**config.mk**
```make
export PLATFORM = sky130hd
export DESIGN_NAME = axi_mem_arbiter_flat
export DESIGN_NICKNAME = d
export VERILOG_FILES = /design/src/rtl/axi_mem_arbiter_pkg.sv /design/src/rtl/axi_mem_arbiter_if.sv /design/src/rtl/axi_mem_arbiter_rr_arbiter_2.sv /design/src/rtl/axi_mem_arbiter.sv /design/src/flat_wrapper.sv
export SDC_FILE = /design/constraint.sdc
export NUM_CORES = 1
export LEC_CHECK = 0
export CORE_AREA = 2 2 127 129
export DETAILED_ROUTE_END_ITERATION = 10
export DIE_AREA = 0 0 129 131
export GPL_TIMING_DRIVEN = 0
export HOLD_SLACK_MARGIN = 0.12
export PLACE_DENSITY = 0.85
export SETUP_SLACK_MARGIN = 0.15
export SLEW_MARGIN = 20
export SYNTH_ARGS = -nofsm -noshare
export SYNTH_HDL_FRONTEND = slang
export SYNTH_SLANG_ARGS = --single-unit
```
**constraint.sdc**
```tcl
create_clock -name clk -period 1.96 [get_ports clk]
set_input_delay 0.49 -clock clk [delete_from_list [all_inputs] [get_ports clk]]
set_output_delay 0.49 -clock clk [all_outputs]
set_load 0.005 [all_outputs]
```
**src/rtl/axi_mem_arbiter_pkg.sv**
```systemverilog
// ---------------------------------------------------------------------------
// axi_mem_arbiter_pkg
//   Shared types and constants for the instruction/data AXI4-Lite arbiter.
//   - state_t : bus FSM states
//   - owner_t : which core port owns the current transaction
//   - AXI response code and protection encodings used on AR/AW
// ---------------------------------------------------------------------------
package axi_mem_arbiter_pkg;

    typedef enum logic [2:0] {
        IDLE    = 3'd0,
        RD_ADDR = 3'd1,
        RD_DATA = 3'd2,
        WR_ADDR = 3'd3,
        WR_RESP = 3'd4
    } state_t;

    typedef enum logic {
        INSTR = 1'b0,
        DATA  = 1'b1
    } owner_t;

    localparam logic [1:0] AXI_RESP_OKAY = 2'b00;
    localparam logic [2:0] PROT_INSTR    = 3'b100;
    localparam logic [2:0] PROT_DATA     = 3'b000;

    // Any response other than OKAY (SLVERR, DECERR, EXOKAY) is reported
    // to the core as an error; there is no exclusive access on this path.
    function automatic logic resp_is_err(input logic [1:0] resp);
        return resp != AXI_RESP_OKAY;
    endfunction

endpackage

```
**src/rtl/axi_mem_arbiter_if.sv**
```systemverilog
// ---------------------------------------------------------------------------
// axi_mem_arbiter_if
//   AXI4-Lite bus bundle (AR, R, AW, W, B channels).
//   modport master : driven by the arbiter towards the interconnect
//   modport slave  : driven by the memory / interconnect side
// ---------------------------------------------------------------------------
interface axi_mem_arbiter_if #(
    parameter int ADDR_WIDTH = 32,
    parameter int DATA_WIDTH = 32
);
    localparam int STRB_WIDTH = DATA_WIDTH / 8;

    // AR channel
    logic [ADDR_WIDTH-1:0] araddr;
    logic [2:0]            arprot;
    logic                  arvalid;
    logic                  arready;
    // R channel
    logic [DATA_WIDTH-1:0] rdata;
    logic [1:0]            rresp;
    logic                  rvalid;
    logic                  rready;
    // AW channel
    logic [ADDR_WIDTH-1:0] awaddr;
    logic [2:0]            awprot;
    logic                  awvalid;
    logic                  awready;
    // W channel
    logic [DATA_WIDTH-1:0] wdata;
    logic [STRB_WIDTH-1:0] wstrb;
    logic                  wvalid;
    logic                  wready;
    // B channel
    logic [1:0]            bresp;
    logic                  bvalid;
    logic                  bready;

    modport master (
        output araddr, arprot, arvalid,
        input  arready,
        input  rdata, rresp, rvalid,
        output rready,
        output awaddr, awprot, awvalid,
        input  awready,
        output wdata, wstrb, wvalid,
        input  wready,
        input  bresp, bvalid,
        output bready
    );

    modport slave (
        input  araddr, arprot, arvalid,
        output arready,
        output rdata, rresp, rvalid,
        input  rready,
        input  awaddr, awprot, awvalid,
        output awready,
        input  wdata, wstrb, wvalid,
        output wready,
        output bresp, bvalid,
        input  bready
    );

endinterface

```
**src/rtl/axi_mem_arbiter_rr_arbiter_2.sv**
```systemverilog
// ---------------------------------------------------------------------------
// rr_arbiter_2
//   Two-requester round-robin arbiter with a registered "last granted"
//   pointer. Grants are combinational and only issued while enable is high.
//   Ports:
//     clk, rst      : clock, synchronous active-high reset
//     enable        : arbitration window (arbiter may grant this cycle)
//     req[1:0]      : requests, bit 0 = instruction port, bit 1 = data port
//     gnt[1:0]      : one-hot grant (all zero when no req or not enabled)
//     last          : owner of the most recent grant (resets to DATA so the
//                     first tie goes to the instruction port)
// ---------------------------------------------------------------------------
module rr_arbiter_2
    import axi_mem_arbiter_pkg::*;
(
    input  logic       clk,
    input  logic       rst,
    input  logic       enable,
    input  logic [1:0] req,
    output logic [1:0] gnt,
    output owner_t     last
);

    owner_t last_reg;

    always_comb begin
        gnt = 2'b00;
        if (enable) begin
            case (req)
                2'b01:   gnt = 2'b01;
                2'b10:   gnt = 2'b10;
                // Tie: whoever did not win last time goes now.
                2'b11:   gnt = (last_reg == DATA) ? 2'b01 : 2'b10;
                default: gnt = 2'b00;
            endcase
        end
    end

    always_ff @(posedge clk) begin
        if (rst) begin
            last_reg <= DATA;
        end else if (gnt != 2'b00) begin
            last_reg <= gnt[1] ? DATA : INSTR;
        end
    end

    assign last = last_reg;

endmodule

```
**src/rtl/axi_mem_arbiter.sv**
```systemverilog
// ---------------------------------------------------------------------------
// axi_mem_arbiter
//   Shares one AXI4-Lite master between the core's instruction-fetch port
//   (read only) and data port (load/store). Both core ports use the
//   req/gnt/rvalid protocol; one AXI transaction is outstanding at a time.
//   Ports:
//     clk, rst                        : clock, synchronous active-high reset
//     instr_req_i, instr_addr_i       : fetch request / address
//     instr_gnt_o                     : combinational grant (IDLE only)
//     instr_rvalid_o, instr_err_o     : response pulse and error flag
//     instr_rdata_o                   : last fetched word (held)
//     data_req_i, data_we_i, data_be_i, data_addr_i, data_wdata_i
//                                     : load/store request and payload
//     data_gnt_o, data_rvalid_o, data_err_o, data_rdata_o
//                                     : grant, response pulse, error, load data
//     m_axi                           : AXI4-Lite master bundle
// ---------------------------------------------------------------------------
module axi_mem_arbiter
    import axi_mem_arbiter_pkg::*;
#(
    parameter int ADDR_WIDTH = 32,
    parameter int DATA_WIDTH = 32
) (
    input  logic                    clk,
    input  logic                    rst,

    input  logic                    instr_req_i,
    input  logic [ADDR_WIDTH-1:0]   instr_addr_i,
    output logic                    instr_gnt_o,
    output logic                    instr_rvalid_o,
    output logic                    instr_err_o,
    output logic [DATA_WIDTH-1:0]   instr_rdata_o,

    input  logic                    data_req_i,
    input  logic                    data_we_i,
    input  logic [DATA_WIDTH/8-1:0] data_be_i,
    input  logic [ADDR_WIDTH-1:0]   data_addr_i,
    input  logic [DATA_WIDTH-1:0]   data_wdata_i,
    output logic                    data_gnt_o,
    output logic                    data_rvalid_o,
    output logic                    data_err_o,
    output logic [DATA_WIDTH-1:0]   data_rdata_o,

    axi_mem_arbiter_if.master       m_axi
);

    localparam int STRB_WIDTH = DATA_WIDTH / 8;

    state_t                state_reg;
    state_t                state_next;

    // Transaction latches, captured on the grant edge.
    logic [ADDR_WIDTH-1:0] addr_reg;
    logic [STRB_WIDTH-1:0] be_reg;
    logic [DATA_WIDTH-1:0] wdata_reg;

    // Write-channel progress: AW and W complete independently.
    logic                  aw_done_reg;
    logic                  w_done_reg;

    logic [DATA_WIDTH-1:0] instr_rdata_reg;
    logic [DATA_WIDTH-1:0] data_rdata_reg;
    logic                  instr_rvalid_reg;
    logic                  data_rvalid_reg;
    logic                  instr_err_reg;
    logic                  data_err_reg;

    logic [1:0]            gnt;
    owner_t                owner;

    logic                  arvalid;
    logic                  rready;
    logic                  awvalid;
    logic                  wvalid;
    logic                  bready;
    logic                  aw_hs;
    logic                  w_hs;

    // -----------------------------------------------------------------------
    // Arbitration. The round-robin pointer only moves on a grant, and grants
    // only happen in IDLE, so after the grant edge it names the owner of the
    // transaction in flight for its whole duration; it doubles as the owner
    // latch.
    // -----------------------------------------------------------------------
    rr_arbiter_2 u_rr (
        .clk    (clk),
        .rst    (rst),
        .enable (state_reg == IDLE),
        .req    ({data_req_i, instr_req_i}),
        .gnt    (gnt),
        .last   (owner)
    );

    assign instr_gnt_o = gnt[0];
    assign data_gnt_o  = gnt[1];

    // -----------------------------------------------------------------------
    // Channel handshakes and valid/ready drivers
    // -----------------------------------------------------------------------
    always_comb begin
        arvalid = 1'b0;
        rready  = 1'b0;
        awvalid = 1'b0;
        wvalid  = 1'b0;
        bready  = 1'b0;
        case (state_reg)
            RD_ADDR: arvalid = 1'b1;
            RD_DATA: rready  = 1'b1;
            WR_ADDR: begin
                // Each valid drops after its own handshake and is never
                // re-presented for the same transaction.
                awvalid = !aw_done_reg;
                wvalid  = !w_done_reg;
            end
            WR_RESP: bready  = 1'b1;
            default: ;
        endcase
    end

    assign aw_hs = awvalid && m_axi.awready;
    assign w_hs  = wvalid  && m_axi.wready;

    // -----------------------------------------------------------------------
    // FSM next state
    // -----------------------------------------------------------------------
    always_comb begin
        state_next = state_reg;
        case (state_reg)
            IDLE: begin
                if (gnt[0]) begin
                    state_next = RD_ADDR;
                end else if (gnt[1]) begin
                    state_next = data_we_i ? WR_ADDR : RD_ADDR;
                end
            end
            RD_ADDR: begin
                if (m_axi.arready) begin
                    state_next = RD_DATA;
                end
            end
            RD_DATA: begin
                if (m_axi.rvalid) begin
                    state_next = IDLE;
                end
            end
            WR_ADDR: begin
                if ((aw_done_reg || aw_hs) && (w_done_reg || w_hs)) begin
                    state_next = WR_RESP;
                end
            end
            WR_RESP: begin
                if (m_axi.bvalid) begin
                    state_next = IDLE;
                end
            end
            default: state_next = IDLE;
        endcase
    end

    // -----------------------------------------------------------------------
    // State, latches and response registers
    // -----------------------------------------------------------------------
    always_ff @(posedge clk) begin
        if (rst) begin
            state_reg        <= IDLE;
            addr_reg         <= '0;
            be_reg           <= '0;
            wdata_reg        <= '0;
            aw_done_reg      <= 1'b0;
            w_done_reg       <= 1'b0;
            instr_rdata_reg  <= '0;
            data_rdata_reg   <= '0;
            instr_rvalid_reg <= 1'b0;
            data_rvalid_reg  <= 1'b0;
            instr_err_reg    <= 1'b0;
            data_err_reg     <= 1'b0;
        end else begin
            state_reg        <= state_next;

            // Response flags are single-cycle pulses.
            instr_rvalid_reg <= 1'b0;
            data_rvalid_reg  <= 1'b0;
            instr_err_reg    <= 1'b0;
            data_err_reg     <= 1'b0;

            if (gnt[0]) begin
                addr_reg  <= instr_addr_i;
            end else if (gnt[1]) begin
                addr_reg  <= data_addr_i;
                be_reg    <= data_be_i;
                wdata_reg <= data_wdata_i;
            end

            if (state_reg == IDLE) begin
                aw_done_reg <= 1'b0;
                w_done_reg  <= 1'b0;
            end else begin
                if (aw_hs) aw_done_reg <= 1'b1;
                if (w_hs)  w_done_reg  <= 1'b1;
            end

            // Registering the response makes rvalid_o coincide with the
            // return to IDLE, so a new grant can overlap it.
            if (rready && m_axi.rvalid) begin
                if (owner == INSTR) begin
                    instr_rdata_reg  <= m_axi.rdata;
                    instr_rvalid_reg <= 1'b1;
                    instr_err_reg    <= resp_is_err(m_axi.rresp);
                end else begin
                    data_rdata_reg   <= m_axi.rdata;
                    data_rvalid_reg  <= 1'b1;
                    data_err_reg     <= resp_is_err(m_axi.rresp);
                end
            end

            // Only the data port ever writes; load data is left untouched.
            if (bready && m_axi.bvalid) begin
                data_rvalid_reg <= 1'b1;
                data_err_reg    <= resp_is_err(m_axi.bresp);
            end
        end
    end

    // -----------------------------------------------------------------------
    // Output drivers
    // -----------------------------------------------------------------------
    assign instr_rvalid_o = instr_rvalid_reg;
    assign instr_err_o    = instr_err_reg;
    assign instr_rdata_o  = instr_rdata_reg;
    assign data_rvalid_o  = data_rvalid_reg;
    assign data_err_o     = data_err_reg;
    assign data_rdata_o   = data_rdata_reg;

    assign m_axi.araddr   = addr_reg;
    assign m_axi.arprot   = (owner == INSTR) ? PROT_INSTR : PROT_DATA;
    assign m_axi.arvalid  = arvalid;
    assign m_axi.rready   = rready;
    assign m_axi.awaddr   = addr_reg;
    assign m_axi.awprot   = PROT_DATA;
    assign m_axi.awvalid  = awvalid;
    assign m_axi.wdata    = wdata_reg;
    assign m_axi.wstrb    = be_reg;
    assign m_axi.wvalid   = wvalid;
    assign m_axi.bready   = bready;

endmodule

```
**src/flat_wrapper.sv**
```systemverilog
// flat-port wrapper written by rule: the top's interface ports become plain ports
module axi_mem_arbiter_flat import axi_mem_arbiter_pkg::*;
#(
    parameter int ADDR_WIDTH = 32,
    parameter int DATA_WIDTH = 32
)
  (clk, rst, instr_req_i, instr_addr_i, instr_gnt_o, instr_rvalid_o, instr_err_o, instr_rdata_o, data_req_i, data_we_i, data_be_i, data_addr_i, data_wdata_i, data_gnt_o, data_rvalid_o, data_err_o, data_rdata_o, m_axi_araddr, m_axi_arprot, m_axi_arvalid, m_axi_arready, m_axi_rdata, m_axi_rresp, m_axi_rvalid, m_axi_rready, m_axi_awaddr, m_axi_awprot, m_axi_awvalid, m_axi_awready, m_axi_wdata, m_axi_wstrb, m_axi_wvalid, m_axi_wready, m_axi_bresp, m_axi_bvalid, m_axi_bready);
  axi_mem_arbiter_if #(.ADDR_WIDTH(ADDR_WIDTH), .DATA_WIDTH(DATA_WIDTH)) m_axi_i ();
  input  logic clk;
  input  logic rst;
  input  logic instr_req_i;
  input  logic [ADDR_WIDTH-1:0] instr_addr_i;
  output logic instr_gnt_o;
  output logic instr_rvalid_o;
  output logic instr_err_o;
  output logic [DATA_WIDTH-1:0] instr_rdata_o;
  input  logic data_req_i;
  input  logic data_we_i;
  input  logic [DATA_WIDTH/8-1:0] data_be_i;
  input  logic [ADDR_WIDTH-1:0] data_addr_i;
  input  logic [DATA_WIDTH-1:0] data_wdata_i;
  output logic data_gnt_o;
  output logic data_rvalid_o;
  output logic data_err_o;
  output logic [DATA_WIDTH-1:0] data_rdata_o;
  output wire logic [$bits(m_axi_i.araddr)-1:0] m_axi_araddr;
  output wire logic [$bits(m_axi_i.arprot)-1:0] m_axi_arprot;
  output wire logic [$bits(m_axi_i.arvalid)-1:0] m_axi_arvalid;
  input wire logic [$bits(m_axi_i.arready)-1:0] m_axi_arready;
  input wire logic [$bits(m_axi_i.rdata)-1:0] m_axi_rdata;
  input wire logic [$bits(m_axi_i.rresp)-1:0] m_axi_rresp;
  input wire logic [$bits(m_axi_i.rvalid)-1:0] m_axi_rvalid;
  output wire logic [$bits(m_axi_i.rready)-1:0] m_axi_rready;
  output wire logic [$bits(m_axi_i.awaddr)-1:0] m_axi_awaddr;
  output wire logic [$bits(m_axi_i.awprot)-1:0] m_axi_awprot;
  output wire logic [$bits(m_axi_i.awvalid)-1:0] m_axi_awvalid;
  input wire logic [$bits(m_axi_i.awready)-1:0] m_axi_awready;
  output wire logic [$bits(m_axi_i.wdata)-1:0] m_axi_wdata;
  output wire logic [$bits(m_axi_i.wstrb)-1:0] m_axi_wstrb;
  output wire logic [$bits(m_axi_i.wvalid)-1:0] m_axi_wvalid;
  input wire logic [$bits(m_axi_i.wready)-1:0] m_axi_wready;
  input wire logic [$bits(m_axi_i.bresp)-1:0] m_axi_bresp;
  input wire logic [$bits(m_axi_i.bvalid)-1:0] m_axi_bvalid;
  output wire logic [$bits(m_axi_i.bready)-1:0] m_axi_bready;
  assign m_axi_araddr = m_axi_i.araddr;
  assign m_axi_arprot = m_axi_i.arprot;
  assign m_axi_arvalid = m_axi_i.arvalid;
  assign m_axi_i.arready = m_axi_arready;
  assign m_axi_i.rdata = m_axi_rdata;
  assign m_axi_i.rresp = m_axi_rresp;
  assign m_axi_i.rvalid = m_axi_rvalid;
  assign m_axi_rready = m_axi_i.rready;
  assign m_axi_awaddr = m_axi_i.awaddr;
  assign m_axi_awprot = m_axi_i.awprot;
  assign m_axi_awvalid = m_axi_i.awvalid;
  assign m_axi_i.awready = m_axi_awready;
  assign m_axi_wdata = m_axi_i.wdata;
  assign m_axi_wstrb = m_axi_i.wstrb;
  assign m_axi_wvalid = m_axi_i.wvalid;
  assign m_axi_i.wready = m_axi_wready;
  assign m_axi_i.bresp = m_axi_bresp;
  assign m_axi_i.bvalid = m_axi_bvalid;
  assign m_axi_bready = m_axi_i.bready;
  axi_mem_arbiter #(.ADDR_WIDTH(ADDR_WIDTH), .DATA_WIDTH(DATA_WIDTH)) u_core (.clk(clk), .rst(rst), .instr_req_i(instr_req_i), .instr_addr_i(instr_addr_i), .instr_gnt_o(instr_gnt_o), .instr_rvalid_o(instr_rvalid_o), .instr_err_o(instr_err_o), .instr_rdata_o(instr_rdata_o), .data_req_i(data_req_i), .data_we_i(data_we_i), .data_be_i(data_be_i), .data_addr_i(data_addr_i), .data_wdata_i(data_wdata_i), .data_gnt_o(data_gnt_o), .data_rvalid_o(data_rvalid_o), .data_err_o(data_err_o), .data_rdata_o(data_rdata_o), .m_axi(m_axi_i));
endmodule
```
======== Word-level counts from Yosys, hierarchy flattened ========
Cells that the tools add are included.
word-level totals
  bits in registers ....................... 142
  word-level logic and storage cells ...... 75
cells by class
  equal/unequal tests ..................... 12
  multiplexer cells ....................... 27
  bitwise gates (word level) .............. 3
  reductions and logical operators ........ 20
operator list
  operator                                                          number
  32-bit 2-to-1 mux                                                 2
  3-bit 2-to-1 mux                                                  7
  3-bit one-hot mux with 5 select lines                             1
  1-bit 2-to-1 mux                                                  13
  3-bit by 2-bit == test with 1-bit output (second input constant)  2
  2-bit 2-to-1 mux                                                  3
  2-bit != test (second input constant)                             3
  2-bit one-hot mux with 3 select lines                             1
  2-bit AND reduction                                               3
  2-bit nonzero test                                                3
  1-bit logical AND                                                 5
  5-bit AND reduction                                               1
  2-bit == test (second input constant)                             2
  2-bit OR reduction                                                2
  3-bit by 1-bit == test with 1-bit output (second input constant)  1
  3-bit == test (second input constant)                             1
  3-bit logical NOT                                                 1
  3-bit by 1-bit != test with 1-bit output (second input constant)  1
  1-bit inverter                                                    3
  3-bit OR reduction                                                1
  2-bit by 1-bit == test with 1-bit output (second input constant)  1
  1-bit logical NOT                                                 2
  1-bit logical OR                                                  2
  2-bit by 1-bit != test with 1-bit output (second input constant)  1

======== Longest topological paths before layout ========
Gate-level depths: netlist of run 1.
  word-level depth ........................ 7
  mapped depth ............................ 6
  gate-level depth less buffers ........... 5

======== Cells and area by module ========
Synthesis of run 1 repeated with hierarchy kept, for this count alone.
unflattened totals
  cells, all modules ...................... 638
  area, all modules ....................... 6183.4 um2
by module, submodules not included
  module           times used  cells an instance  area each (um2)  seq. area each (um2)
  axi_mem_arbiter  1           630                6124.6           2822.7
  rr_arbiter_2     1           8                  58.8             20.0

======== Worst setup path before layout of run 1 ========
OpenSTA, ideal clock, no wires.
  path type ............................... register to output
  start ................................... register u_core.state_reg[1]
  end ..................................... output m_axi_awvalid
  data arrival time ....................... 1030 ps
  slack ................................... 440 ps
  stages on the path, launching flop included .. 5
  buffers on the path ..................... 1
  path through ............................ dfxtp_1 > buf_2 > nor2b_1 > nand2_1 > nor2_1
between the ends
  cells in the longest elaborated chain, start to end .. 2
ends and longest elaborated chain
  element                                   RTL line                RTL
  start: declaration                        axi_mem_arbiter.sv:49   state_t state_reg;
  start signal: assignment                  axi_mem_arbiter.sv:178  state_reg <= state_next;
  3-bit by 2-bit == test with 1-bit output  axi_mem_arbiter.sv:106  case (state_reg)
  1-bit 2-to-1 mux                          axi_mem_arbiter.sv:106
  end: declaration                          flat_wrapper.sv:36      output wire logic [$bits(m_axi_i.awvalid)-1:0] m_axi_awvalid;
Every way passes these cells.

======== Worst setup path in the final report of run 1 ========
  start ................................... register u_core.state_reg[2]
  end ..................................... output instr_gnt_o
between the ends
  cells in the longest elaborated chain, start to end .. 2
ends and longest elaborated chain
  element            RTL line                            RTL
  3-bit logical NOT  axi_mem_arbiter.sv:88               .enable (state_reg == IDLE),
  2-bit 2-to-1 mux   axi_mem_arbiter_rr_arbiter_2.sv:28  if (enable) begin
  end: declaration   flat_wrapper.sv:13                  output logic instr_gnt_o;
Every way passes these cells.

==> implementation parameters, run 1 <==
Parameter                              Value

Status
  Status    finished, violations left
  Violations in the final reports    negative setup slack

Worst setup path
  Nature of the critical path startpoint    flip-flop
  Largest fanout on the critical path    2
  Data arrival time of the critical path    1.49 ns
  Data required time of the worst path    1.47 ns
  Type of destination of the critical path    output port
  Crit Path Category    reg2out

Power
  Int Power    7.02 mW
  Share of total power in the clock network    37.6%
  Leak    4.04 nW
  Net switching fraction of the power    26.1%
  Worst ir drop on vdd    0.556 mV
  Total design power    9.49 mW
  Power dissipated by switching net loads    2.47 mW
  Total power density per cell area    944 mW/mm2
  Sequential Power Share    35.7%
  Combinational cell fraction of total power    26.6%

Job
  Number of maximum-capacitance constraint violations    0

Detailed routing
  Post-route antenna net violation count    0
  Via count of the routed design    6185
  # DRC    0
  Number of design-rule violations left by the first detailed-router iteration    244
  WL per Instance    16.2 um
  First-pass detailed-route iteration total    5
  Post-detailed-route via-to-cell ratio    4.78
  WL final    21000 um

Floorplanning
  Core box area    0.0156 mm2
  DIE WIDTH    129 um
  Y dimension of the die    131 um
  DIE AREA    0.0169 mm2
  Row Count    46
  I/O pin cnt    327
  Initial core utilization    35.4%

STA
  Final Skew    0.00669 ns
  Post-layout worst setup margin    -0.0220 ns
  Ratio of final minimum period to clock period    101%
  Max_slew headroom    49.4%
  Endpoints failing hold    0
  Setup total negative slack    -0.0220 ns
  Final number of max-transition violations    0
  Count of final setup violators    1
  Setup repair after global routing missed its margin    yes
  Post-route minimum period    1.98 ns
  Worst Max-Slew Pin Slew    0.759 ns
  Achievable frequency    505 MHz

Worst hold path
  Worst hold path type    reg2reg

Global routing
  Global-route wire length before repair    30600 um
  Number of global-route vias before repair    5845
  Remaining global-route overflow    0
  Met3 routing resource usage after global routing    7.00%
  Global Route met1 Usage    28.4%
  GR Layer Usage met2    39.3%
  Pin count of the biggest net entering global routing    17
  GRT Max-Usage Layer    met2
  Global-route usage over all layers    23.6%
  Antenna violations before repair    0

Cells and area
  Area added between synthesis and finish    82.0%
  Share of layout cells above drive strength 1    17.5%
  Total inserted antenna cells    0
  Commonest cells after routing, fill and taps aside    268 x sky130_fd_sc_hd__clkdlybuf4s50_1, 230 x sky130_fd_sc_hd__nand2_1, 105 x sky130_fd_sc_hd__dfxtp_1
  Number of nets in the layout    1213
  Most frequent standard cell in the layout excluding fill and tap cells    sky130_fd_sc_hd__clkdlybuf4s50_1
  Fillers    1302

Clocking
  Clock tree from TritonCTS    done
  Worst-path clk slew    0.06 ns
  Bufs on Longest Clock Path    2
  Clock root buffer master    sky130_fd_sc_hd__clkbuf_16
  Clock buffers created by TritonCTS    17
  Count of clock tree sinks    142
  Number of H-tree levels    4
  Clock latency on the worst-skew pair    0.42 ns

Synthesis
  Avg Cell Area, Syn    7.99 um2
  Post-synth design cell area    0.00552 mm2
  Yosys synthesis warning count    0
  Sequential share of the synthesized area    51.5%
  Post-synth EDFFs    0
  FFs w/ async S/R, synth    0%
  Number of distinct library cells after synthesis    33
  Synth Register Bits    142
  Instance count of the mapped netlist    691
  Dominant register cell in the synthesized netlist    sky130_fd_sc_hd__dfxtp_1

Place
  RD Place Congestion    0.867
  Number of port buffers    320
  Post-DP HPWL    15500 um
[layer usage]
metal | vias to the layer above | wire length, um
li1 | 3010 | -
met1 | 2849 | 8480
met2 | 277 | 10400
met3 | 49 | 1590
met4 | 0 | 593
met5 | - | 0
[metrics by stage]
step           util [%]  instances  setup slack, ns  hold WS, ns  cell area, um2
2_1_floorplan         -        695            0.440        0.453            5540
3_3_place_gp       57.8       1231           -0.791        0.441            9010
3_5_place_dp       57.8       1231           -0.799        0.447            9010
4_1_cts            63.6       1283          -0.0516        0.455            9920
5_1_grt            64.4       1295          -0.0847        0.466           10000
6_report           64.4       1295          -0.0220        0.451           10000
[cell type report]
type | count | area (um2) | area share (%)
buffer | 86 | 568 | 5.65
clock inverter | 10 | 185 | 1.84
inverter | 3 | 21.3 | 0.212
timing repair buffer | 353 | 3430 | 34.1
sequential | 142 | 2890 | 28.8
tap | 216 | 270 | 2.69
multi-input combinational | 464 | 2210 | 22.0
clock buffer | 21 | 470 | 4.68
[power by group through the flow]
stage,Clock [mW],Sequential (mW),Combinational (mW)
detailed placement,0,3.42,2.34
floorplan,0,3.40,0.949
finish,3.57,3.39,2.53
CTS,3.62,3.39,2.45
global route,3.74,3.42,2.72
global placement,0,3.41,2.29
[Yosys cell counts (all sizes together) (3+ instances only)]
master	count	area, um2
nand2b	4	25.0
buf	64	448
inv	3	11.3
o21ai	6	30.0
nor3	23	126
a21oi	104	521
nor2	37	139
dfxtp	142	2840
o22ai	20	125
a311oi	12	105
clkbuf	22	82.6
nand2	231	867
[critical path: stages (launching register included)]
cell and delay [ns]:
sky130_fd_sc_hd__dfxtp_2 0.34, sky130_fd_sc_hd__nor3_4 0.25, sky130_fd_sc_hd__buf_6 0.15, sky130_fd_sc_hd__nand3_4 0.08, sky130_fd_sc_hd__buf_8 0.14, sky130_fd_sc_hd__clkinv_4 0.04, sky130_fd_sc_hd__buf_6 0.09
[repair_timing]
action / 4_1_cts / 5_1_grt
resized for setup: 134 / 19
buffers inserted: 21 / 12
hold endpoints to repair: 0 / 0
hold buffers: 0 / 0
pin swaps: 5 / 6
setup endpoints to repair: 93 / 63
cloned: 0 / 0
[final timing paths]
check                                            start                  endpoint  slack [ns]  cells after the start
worst min-delay path            u_core.data_rdata_o[4]    u_core.data_rdata_o[4]        0.45                      2
worst min register to register  u_core.data_rdata_o[4]    u_core.data_rdata_o[4]        0.45                      2
worst max-delay path               u_core.state_reg[2]               instr_gnt_o       -0.02                      6
worst max register to register     u_core.state_reg[0]  u_core.instr_rdata_o[17]        0.24                      7
[cell families (layout without fill, tap and decap cells)]
group                  Yosys count  count (layout)  synth area share, %
flip-flops                     142             142                 51.5
buffers and inverters           89             473                 9.81
other                            1               5               0.0679
AND/OR/NAND/NOR                307             307                 23.1
multiplexers                     1               1                0.181
AO/OA/AOI/OAI                  151             151                 15.4
No activity file was read; power rests on OpenSTA's default activity.
==> inputs of run 2 (changes only) <==
- CORE_AREA: 2 2 127 129 -> 2 2 129 131
- CTS_CLUSTER_DIAMETER: not set -> 200
- DIE_AREA: 0 0 129 131 -> 0 0 131 133
- DONT_BUFFER_PORTS: not set -> 1
- PLACE_DENSITY: 0.85 -> 0.56
- SLEW_MARGIN: 20 -> 25
==> run 2 against run 1 <==
Against the previous run: the flow now finishes without violations; count of clock-buffer cells in the layout decreased by 3; combinational power is 37% lower; register-to-register slack got worse by 0.07 ns; worst setup slack gained 0.057 ns; critical path type unchanged; largest cell class is now flip-flops and latches.
==> implementation parameters, run 2 (synthesis results as in run 1) <==
Parameter                              Value

Worst setup path
  Reg2Reg Setup Slack    0.17 ns (-0.07 ns)
  R2r startpoint    u_core.state_reg[2]
  Crit Path Category    reg2out
  Type of destination of the critical path    output port
  List of cells traversed by the critical path    nor3_4 > nand3_4 > inv_4 > buf_8
  Data required time of the worst path    1.47 ns (about the same)
  Critical path's top delay family    simple AND/OR/NAND/NOR gates
  Crit path max-delay cell type    sky130_fd_sc_hd__dfxtp_2
  Buf+Inv Stages, Crit Path    2 (-2)
  Capture point of the worst reg-to-reg path    u_core.m_axi.araddr[29]
  Data arrival time of the critical path    1.43 ns (-0.06 ns)
  Stage delay of the slowest cell on the critical path    0.34 ns (about the same)
  Length in cells of the worst reg-to-reg path    9 (+2)
  Nature of the critical path startpoint    flip-flop
  Largest fanout on the critical path    5 (+3)
  Logic depth of the worst path, buffers included    4 (-2)

STA
  Setup repair after global routing missed its margin    yes
  Ratio of final minimum period to clock period    98.2% (-2.9 points)
  Endpoints failing hold    0 (unchanged)
  Post-route minimum period    1.92 ns (-0.0572 ns)
  Final number of max-transition violations    0 (unchanged)
  Max_slew headroom    54.9% (+5.5 points)
  Worst Max-Slew Pin Slew    0.677 ns (-0.0823 ns)
  Count of final setup violators    0 (-1)
  Final Skew    0.00664 ns (-0.0000440 ns)
  Setup total negative slack    0 ns (+0.0220 ns)
  Achievable frequency    520 MHz (+3.0%)
  Post-layout worst setup margin    0.0352 ns (+0.0572 ns)
  Hold_ws    0.186 ns (-0.264 ns)

Power
  Power dissipated by switching net loads    2.46 mW (-0.56%)
  Net switching fraction of the power    28.7% (+2.6 points)
  Worst ir drop on vdd    0.544 mV (-2.1%)
  Leak    2.58 nW (-36%)
  Share of total power in the clock network    41.4% (+3.8 points)
  Int Power    6.11 mW (-13%)
  Sequential Power Share    40.1% (+4.4 points)
  Combinational cell fraction of total power    18.6% (-8.0 points)
  Total power density per cell area    1220 mW/mm2 (+30%)

Clocking
  Worst-path clk slew    0.06 ns (about the same)
  Count of clock tree sinks    142 (unchanged)
  Clock root buffer master    sky130_fd_sc_hd__clkbuf_16
  Clock latency on the worst-skew pair    0.42 ns (about the same)
  Clock tree from TritonCTS    done
  Clock buffers created by TritonCTS    17 (unchanged)
  Bufs on Longest Clock Path    2 (unchanged)
  Number of H-tree levels    4 (unchanged)
  Number of hold buffers added after cts    0 (unchanged)

Floorplanning
  I/O pin cnt    327 (unchanged)
  Y dimension of the die    133 um (+1.5%)
  DIE WIDTH    131 um (+1.6%)
  Row Count    47 (+2.2%)
  Initial core utilization    34.1% (-1.3 points)
  Core box area    0.0162 mm2 (+3.7%)
  DIE AREA    0.0174 mm2 (+3.1%)

Global routing
  Global Route met1 Usage    25.2% (-3.3 points)
  GR Layer Usage met2    31.3% (-7.9 points)
  Global-route usage over all layers    20.1% (-3.4 points)
  Global-route wire length before repair    26300 um (-14%)
  GRT Max-Usage Layer    met2
  Pin count of the biggest net entering global routing    17 (unchanged)
  Remaining global-route overflow    0 (unchanged)
  Met3 routing resource usage after global routing    7.68% (+0.68 points)
  Antenna violations before repair    0 (unchanged)
  Number of global-route vias before repair    4643 (-21%)

Detailed routing
  # DRC    0 (unchanged)
  Number of design-rule violations left by the first detailed-router iteration    280 (+15%)
  Post-detailed-route via-to-cell ratio    5.03 (+5.4%)
  WL per Instance    19.1 um (+17%)
  First-pass detailed-route iteration total    4 (-1)
  Post-route antenna net violation count    0 (unchanged)
  Via count of the routed design    4873 (-21%)
  WL final    18400 um (-12%)

Place
  Post-DP HPWL    13400 um (-13%)
  RD Place Congestion    0.802 (-7.5%)
  Number of port buffers    0 (-100%)
  Pre-CTS WS    -0.185 ns (+0.614 ns)

Cells and area
  Fillers    1636 (+26%)
  Share of layout cells above drive strength 1    21.5% (+4.0 points)
  Number of nets in the layout    881 (-27%)
  Commonest cells after routing, fill and taps aside    230 x sky130_fd_sc_hd__nand2_1, 138 x sky130_fd_sc_hd__dfxtp_1, 104 x sky130_fd_sc_hd__a21oi_1
  Util after Layout    43.3% (-21 points)
  Area added between synthesis and finish    26.7%
  Most frequent standard cell in the layout excluding fill and tap cells    sky130_fd_sc_hd__nand2_1
  Total inserted antenna cells    0 (unchanged)

Worst hold path
  Beginning of the worst hold path    m_axi_rresp[0]
  Destination of the worst hold path    u_core.instr_err_o
  Cells on Worst Hold Path    1 (-1)
  Worst hold path type    in2reg

Status
  Status    finished clean

Job
  Number of maximum-capacitance constraint violations    0 (unchanged)
[run 2: cell types whose count changed in the layout (fill, tap and decap cells not counted), moves of 13 or more]
cell / before / now
sky130_fd_sc_hd__o22ai_1: 20 / 6
sky130_fd_sc_hd__clkdlybuf4s50_1: 268 / 0
sky130_fd_sc_hd__dfxtp_2: 36 / 3
sky130_fd_sc_hd__o22ai_2: 0 / 13
sky130_fd_sc_hd__dfxtp_1: 105 / 138
sky130_fd_sc_hd__dlygate4sd2_1: 36 / 0
[run 2: power groups by stage]
stage          registers [mW]  logic, mW  clock network (mW)
2_1_floorplan            3.40      0.949                   0
3_3_place_gp             3.50       1.20                   0
3_5_place_dp             3.49       1.22                   0
4_1_cts                  3.43       1.38                3.62
5_1_grt                  3.47       1.74                3.73
6_report                 3.43       1.59                3.55
[run 2: per-layer routing]
layer  vias to the layer above  share of wire, %
met3                        22               9.2
li1                       2355                 -
met2                       209                48
met4                         0               1.8
met5                         -                 0
met1                      2287                41
[run 2: worst max path at each step]
| stage | start | endpoint | slack [ns] |
|---|---|---|---|
| after global placement | rst | u_core.data_err_o | -0.19 |
| after detailed placement | rst | u_core.data_err_o | -0.19 |
| after CTS | u_core.state_reg[1] | data_gnt_o | 0.005 |
| after floorplan | u_core.state_reg[1] | m_axi_awvalid | 0.44 |
| after global routing | u_core.state_reg[2] | data_gnt_o | -0.04 |
| final | u_core.state_reg[2] | data_gnt_o | 0.04 |
[run 2: final cells by class]
| type | instances | area (um2) | area share (%) |
|---|---|---|---|
| inverters | 3 | 16.3 | 0.232 |
| flip-flops and latches | 142 | 2850 | 40.7 |
| clock buffers | 18 | 439 | 6.28 |
| repair buffers | 21 | 211 | 3.02 |
| plain buffers | 86 | 661 | 9.44 |
| well taps | 220 | 275 | 3.93 |
| multi-input cells | 464 | 2340 | 33.5 |
| clock inverters | 14 | 204 | 2.91 |
[run 2: metrics by stage]
step                std cells  area [um2]  power (mW)
floorplan                 695        5540        4.35
global placement          915        5810        4.69
detailed placement        915        5820        4.71
CTS                       958        6670        8.43
global route              968        7000        8.93
finish                    968        7000        8.57
[run 2: repair_timing]
item / CTS / global route
resized for setup: 32 / 68
setup buffers: 10 / 9
pin swaps: 4 / 18
setup endpoints to repair: 37 / 100
gates cloned: 1 / 1
